**src/rtl/lut_cfg_sequencer_pkg.sv**
```systemverilog
// Shared types for the LUT configuration sequencer and the LUT fabric it drives.
package lut_cfg_sequencer_pkg;

   typedef enum logic [2:0] {
      SEQ_IDLE  = 3'd0,
      SEQ_FILL  = 3'd1,
      SEQ_PRIME = 3'd2,
      SEQ_LOAD  = 3'd3,
      SEQ_READY = 3'd4
   } lut_seq_state_t;

   typedef enum logic [1:0] {
      LUT_INIT   = 2'd0,
      LUT_CONFIG = 2'd1,
      LUT_IDLE   = 2'd2,
      LUT_RUN    = 2'd3
   } lut_state_t;

   function automatic int idx_width(input int n);
      return (n > 1) ? $clog2(n) : 1;
   endfunction

endpackage

```
**src/rtl/lut_cfg_sequencer_buffer.sv**
```systemverilog
// One LUT's worth of truth-table bits: written by index during FILL, read by index during LOAD.
module lut_cfg_sequencer_buffer #(
   parameter int WIDTH = 2,
   parameter int DEPTH = 1 << WIDTH
) (
   input  logic             clk,
   input  logic             rst,
   input  logic             wr_en,
   input  logic [WIDTH-1:0] wr_idx,
   input  logic             wr_data,
   input  logic [WIDTH-1:0] rd_idx,
   output logic             rd_data
);

   logic [DEPTH-1:0] mem_q;

   always_ff @(posedge clk) begin
      if (rst) begin
         mem_q <= '0;
      end else if (wr_en) begin
         mem_q[wr_idx] <= wr_data;
      end
   end

   assign rd_data = mem_q[rd_idx];

endmodule

```
**src/rtl/lut_cfg_sequencer.sv**
```systemverilog
// Buffers one LUT's truth table from the bitstream port, then replays it to each LUT in turn
// with cfg high for DEPTH cycles and data lagging by one cycle; afterwards owns the run strobe.
module lut_cfg_sequencer
   import lut_cfg_sequencer_pkg::*;
#(
   parameter int WIDTH    = 2,
   parameter int DEPTH    = 1 << WIDTH,
   parameter int NUM_LUTS = 4
) (
   input  logic                clk,
   input  logic                rst,
   input  logic                cfg_start,
   input  logic                bs_valid,
   input  logic                bs_data,
   output logic                bs_ready,
   input  logic                run_req,
   output logic [NUM_LUTS-1:0] lut_cfg,
   output logic                lut_cfg_data,
   output logic                lut_run,
   output logic                busy,
   output logic                configured,
   output logic                cfg_done
);

   localparam int IDX_W = idx_width(NUM_LUTS);
   localparam int CNT_W = WIDTH + 1;

   lut_seq_state_t   state_q;
   logic [IDX_W-1:0] lut_idx_q;
   logic [CNT_W-1:0] cnt_q;
   logic             configured_q;
   logic             done_q;

   logic             wr_en_s;
   logic [WIDTH-1:0] rd_idx_s;
   logic             rd_data_s;
   logic             load_cfg_s;

   assign wr_en_s  = (state_q == SEQ_FILL) && bs_valid;
   // At cnt=DEPTH the low bits are zero, so the wrapped decrement still addresses entry DEPTH-1.
   assign rd_idx_s = cnt_q[WIDTH-1:0] - WIDTH'(1);

   lut_cfg_sequencer_buffer #(
      .WIDTH (WIDTH),
      .DEPTH (DEPTH)
   ) u_buffer (
      .clk     (clk),
      .rst     (rst),
      .wr_en   (wr_en_s),
      .wr_idx  (cnt_q[WIDTH-1:0]),
      .wr_data (bs_data),
      .rd_idx  (rd_idx_s),
      .rd_data (rd_data_s)
   );

   always_ff @(posedge clk) begin
      if (rst) begin
         state_q      <= SEQ_IDLE;
         lut_idx_q    <= '0;
         cnt_q        <= '0;
         configured_q <= 1'b0;
         done_q       <= 1'b0;
      end else begin
         done_q <= 1'b0;
         case (state_q)
            SEQ_IDLE: begin
               if (cfg_start) begin
                  state_q      <= SEQ_FILL;
                  lut_idx_q    <= '0;
                  cnt_q        <= '0;
                  configured_q <= 1'b0;
               end
            end
            SEQ_FILL: begin
               if (bs_valid) begin
                  if (cnt_q == CNT_W'(DEPTH - 1)) begin
                     state_q <= SEQ_PRIME;
                     cnt_q   <= '0;
                  end else begin
                     cnt_q <= cnt_q + CNT_W'(1);
                  end
               end
            end
            SEQ_PRIME: begin
               state_q <= SEQ_LOAD;
               cnt_q   <= '0;
            end
            SEQ_LOAD: begin
               if (cnt_q == CNT_W'(DEPTH)) begin
                  cnt_q <= '0;
                  if (lut_idx_q == IDX_W'(NUM_LUTS - 1)) begin
                     state_q      <= SEQ_READY;
                     configured_q <= 1'b1;
                     done_q       <= 1'b1;
                  end else begin
                     state_q   <= SEQ_FILL;
                     lut_idx_q <= lut_idx_q + IDX_W'(1);
                  end
               end else begin
                  cnt_q <= cnt_q + CNT_W'(1);
               end
            end
            SEQ_READY: begin
               if (cfg_start) begin
                  state_q      <= SEQ_FILL;
                  lut_idx_q    <= '0;
                  cnt_q        <= '0;
                  configured_q <= 1'b0;
               end
            end
            default: begin
               state_q <= SEQ_IDLE;
            end
         endcase
      end
   end

   // PRIME pulses run so already-configured LUTs leave IDLE and can re-enter CONFIG next cycle.
   always_comb begin
      load_cfg_s = (state_q == SEQ_LOAD) && (cnt_q < CNT_W'(DEPTH));
      lut_cfg    = '0;
      for (int k = 0; k < NUM_LUTS; k++) begin
         lut_cfg[k] = load_cfg_s && (lut_idx_q == IDX_W'(k));
      end
      if ((state_q == SEQ_LOAD) && (cnt_q != '0)) begin
         lut_cfg_data = rd_data_s;
      end else begin
         lut_cfg_data = 1'b0;
      end
      lut_run  = (state_q == SEQ_PRIME) ||
                 ((state_q == SEQ_READY) && run_req && !cfg_start);
      bs_ready = (state_q == SEQ_FILL);
      busy     = (state_q == SEQ_FILL) || (state_q == SEQ_PRIME) || (state_q == SEQ_LOAD);
   end

   assign configured = configured_q;
   assign cfg_done   = done_q;

endmodule
```
**config.mk**
```make
export PLATFORM = sky130hd
export DESIGN_NAME = lut_cfg_sequencer
export DESIGN_NICKNAME = d
export VERILOG_FILES = /design/src/rtl/lut_cfg_sequencer_pkg.sv /design/src/rtl/lut_cfg_sequencer_buffer.sv /design/src/rtl/lut_cfg_sequencer.sv
export SDC_FILE = /design/constraint.sdc
export NUM_CORES = 1
export LEC_CHECK = 0
export BUFFER_PORTS_ARGS = -buffer_cell sky130_fd_sc_hd__buf_2
export CAP_MARGIN = 20
export CORE_MARGIN = 4
export CORE_UTILIZATION = 57
export DETAILED_ROUTE_END_ITERATION = 10
export GPL_TIMING_DRIVEN = 0
export HOLD_SLACK_MARGIN = 0.02
export PLACE_DENSITY = 0.8
export SLEW_MARGIN = 20
export SYNTH_ARGS = -nofsm -noshare
export SYNTH_HDL_FRONTEND = slang
export SYNTH_SLANG_ARGS = --single-unit
```
**constraint.sdc**
```tcl
create_clock -name clk -period 2.91 [get_ports clk]
set_clock_uncertainty 0.15 [all_clocks]
set_input_delay 0.291 -clock clk [delete_from_list [all_inputs] [get_ports clk]]
set_output_delay 0.291 -clock clk [all_outputs]
set_load 0.02 [all_outputs]
```
==> impl_metrics.csv <==
group,metric,value,unit
clocking,cts_setup_buffers,0,
clocking,clk_latency,290,ps
finish,area_delta_synth_final,12.7,%
die,die_x,49.8,µm
routing,wl_per_cell,17.0,µm
worst_setup_path,rr_startpoint,"state_q[1]$_SDFFE_PP0P_",
min_path,min-delay-start,"bs_data",
sta,tightest_slew,474,ps
sta,hold_ws,139,ps
routing,post_drt_via_cell_ratio,6.67,
pwr,power,0.403,mW
sta,finalSetupTns,0,ps
clocking,cts_buffers,3,
sta,post-route-period-util,84.3,%
yosys,yosys_warnings,0,
yosys,syn_nets,132,
finish,drive_gt1_share,23.1,%
global_route,grt_max_degree,11,
run,cap_violations,0,
min_path,hp-class,"in2reg",
pwr,p_seq_share,50.0,%
global_route,grt_usage,22.1,%
finish,antennaDiodeCount,0,
worst_setup_path,cp-startpoint,"cnt_q[0]$_SDFFE_PP0P_",
worst_setup_path,critical_path_class,"reg2out",
clocking,clockBufferDepth,2,
pwr,max-vdd-ir-drop,216,µV
clocking,cts-root-buf,"clkbuf_4",
pwr,intPower,0.293,mW
die,core_area,1580,µm²
global_route,grt_pass1_vias,924,
global_route,grt_pass1_wl,4260,µm
pwr,pwr-share-comb,14.2,%
routing,drc,0,
place,dp_hpwl,1860,µm
status,outcome,"finished clean",
routing,wl,2550,µm
clocking,htreeDepth,1,
routing,antenna_left,0,
finish,layout.area.seq,280,µm²
finish,layout.nets,151,
die,fp-row-count,14,
sta,timing.slew.headroom,68.4,%
clocking,ctsResizeCount,0,
clocking,cts_tree,"done",
die,die_h,49.8,µm
die,start_util,63.3,%
clocking,path_clk_slew,90,ps
worst_setup_path,arrival,2010,ps
yosys,syn_area_per_cell,8.60,µm²
global_route,antenna_found_initial,0,
sta,setup_viol,0,
worst_setup_path,worstSetupStartpointType,"register",
routing,num_vias,1000,
clocking,cts_hold_buf,0,
yosys,yosys_register_bits,14,
yosys,syn_inst,116,
routing,drt_iter0_drc,58,
yosys,syn_area,997,µm²
die,num_io_pins,16,
place,gp_congestion,0.888,
sta,report.final.slew_viol_count,0,
place,placedInstanceArea,1090,µm²
pwr,leakagePower,0.496,nW
routing,drt_first_pass_iters,5,
finish,stdcell_area,1120,µm²
place,portBuffers,14,
sta,final_hold_viol_count,0,
pwr,p_clk_share,35.8,%
global_route,gr-total-overflow,0,
worst_setup_path,crit_path_end_kind,"primary output",
sta,fmax,0.408,GHz
pwr,switching_share,27.2,%
worst_setup_path,worstPathMaxFanout,7,
die,die_area,2480,µm²
yosys,synth_cell_types,40,
sta,post-route-min-period,2450,ps
finish,nFillCells,119,
clocking,clock_sinks,14,
yosys,ys_seq_area_share,28.1,%
pwr,p_switching,0.110,mW
worst_setup_path,required,2470,ps
finish,multi_input_area,616,µm²
pwr,powerDensity,359,nW/µm²
sta,rsz0062_at_grt,"no",
==> cell families (layout without fill, tap and decap cells) <==
kind of cell | count (synthesis) | in the layout | share of synthesized area [%]
flip-flops | 14 | 14 | 28.1
multiplexers | 3 | 3 | 4.39
buffers and inverters | 21 | 39 | 10.2
AND/OR/NAND/NOR | 35 | 35 | 22.7
adder cells (fa/ha/maj) | 10 | 10 | 12.5
AO/OA/AOI/OAI | 33 | 33 | 22.1
==> metrics by stage <==
| stage | util (%) | std cells | setup slack (ps) |
|---|---|---|---|
| 3_3_place_gp | 69.0 | 146 | 791 |
| 4_1_cts | 71.3 | 150 | 462 |
| 5_1_grt | 71.3 | 150 | 379 |
| 3_5_place_dp | 69.0 | 146 | 783 |
| 2_1_floorplan | - | 116 | 992 |
| 6_report | 71.3 | 150 | 457 |
==> area by class of cell <==
class | instances | share of cell area [%]
multi-input cells | 81 | 54.8
flip-flops and latches | 14 | 24.9
repair buffers | 14 | 6.24
plain buffers | 8 | 4.68
inverters | 13 | 4.34
clock buffers | 4 | 3.23
well taps | 16 | 1.78
==> worst max-delay path, cell delays in order, from the launching register on <==
cell and delay (ps):
dfxtp_1 470, inv_1 130, ha_1 350, mux4_2 500, o211a_1 130, buf_2 150
==> metal layers <==
metal | routed length, µm | GRT usage [%]
met1 | 1080 | 28.7
met2 | 1160 | 35.0
met3 | 223 | 3.61
met4 | 89 | 11.1
met5 | 0 | 0
==> registers in the layout (all words and copies together) (netlist names) <==
| name | cells |
|---|---|
| lut_idx_q | 2 |
| configured | 1 |
| cfg_done | 1 |
| u_buffer.mem_q | 4 |
| state_q | 3 |
| cnt_q | 3 |
==> Yosys cell counts, drive strengths merged <==
library cell	n	area, µm²
nand2b	1	6.26
nand2	5	18.8
a2111o	2	22.5
and4bb	1	12.5
mux4	1	22.5
a21o	1	7.51
o211ai	2	15.0
o31ai	2	15.0
nand3	5	25.0
a32oi	1	8.76
o21ai	6	30.0
mux2i	1	10.0
nor3b	2	15.0
ha	10	125
clkbuf	5	31.3
nor2	3	11.3
a211oi	2	15.0
a21oi	12	60.1
nor2b	2	12.5
a22oi	2	20.0
a311oi	1	8.76
mux2	1	11.3
or3b	3	26.3
or2	1	6.26
and3	4	25.0
o211a	1	10.0
buf	3	21.3
nand4bb	2	27.5
inv	13	48.8
nor3	2	10.0
nand4	2	12.5
dfxtp	14	280
o21bai	1	7.51
and3b	1	10.0
nand3b	1	7.51
==> path summary, 6_finish.rpt <==
| path | end | slack, ps | cells past startpoint |
|---|---|---|---|
| max reg2reg | cnt_q[2]$_SDFFE_PP0P_ | 1170 | 5 |
| max | lut_cfg_data | 460 | 5 |
| min | u_buffer.mem_q[0]$_SDFFE_PP0P_ | 140 | 3 |
| min reg2reg | configured$_SDFFE_PP0P_ | 330 | 2 |
==> power by group through the flow <==
stage               Sequential (mW)  Clock, mW  Combinational, mW
floorplan                     0.204          0             0.0393
finish                        0.202      0.144             0.0571
global placement              0.205          0             0.0535
global route                  0.202      0.154             0.0628
detailed placement            0.206          0             0.0547
CTS                           0.201      0.146             0.0558
==> cell usage in the layout (no fill, tap or decap), drive strengths merged <==
| cell type | instances |
|---|---|
| buf | 17 |
| mux4 | 1 |
| dfxtp | 14 |
| a311oi | 1 |
| and3b | 1 |
| nand3b | 1 |
| and4bb | 1 |
| or3b | 3 |
| o31ai | 2 |
| nor2 | 3 |
| nand2b | 1 |
| and3 | 4 |
| o21ai | 6 |
| mux2i | 1 |
| a2111o | 2 |
| nor3 | 2 |
| o21bai | 1 |
| a211oi | 2 |
| a32oi | 1 |
| nand3 | 5 |
| nand4bb | 2 |
| or2 | 1 |
| o211a | 1 |
| nand2 | 5 |
| a21o | 1 |
| a22oi | 2 |
| ha | 10 |
| a21oi | 12 |
| mux2 | 1 |
| o211ai | 2 |
| nor2b | 2 |
| clkbuf | 9 |
| nor3b | 2 |
| inv | 13 |
| nand4 | 2 |
(Power assumes the default switching activity.)
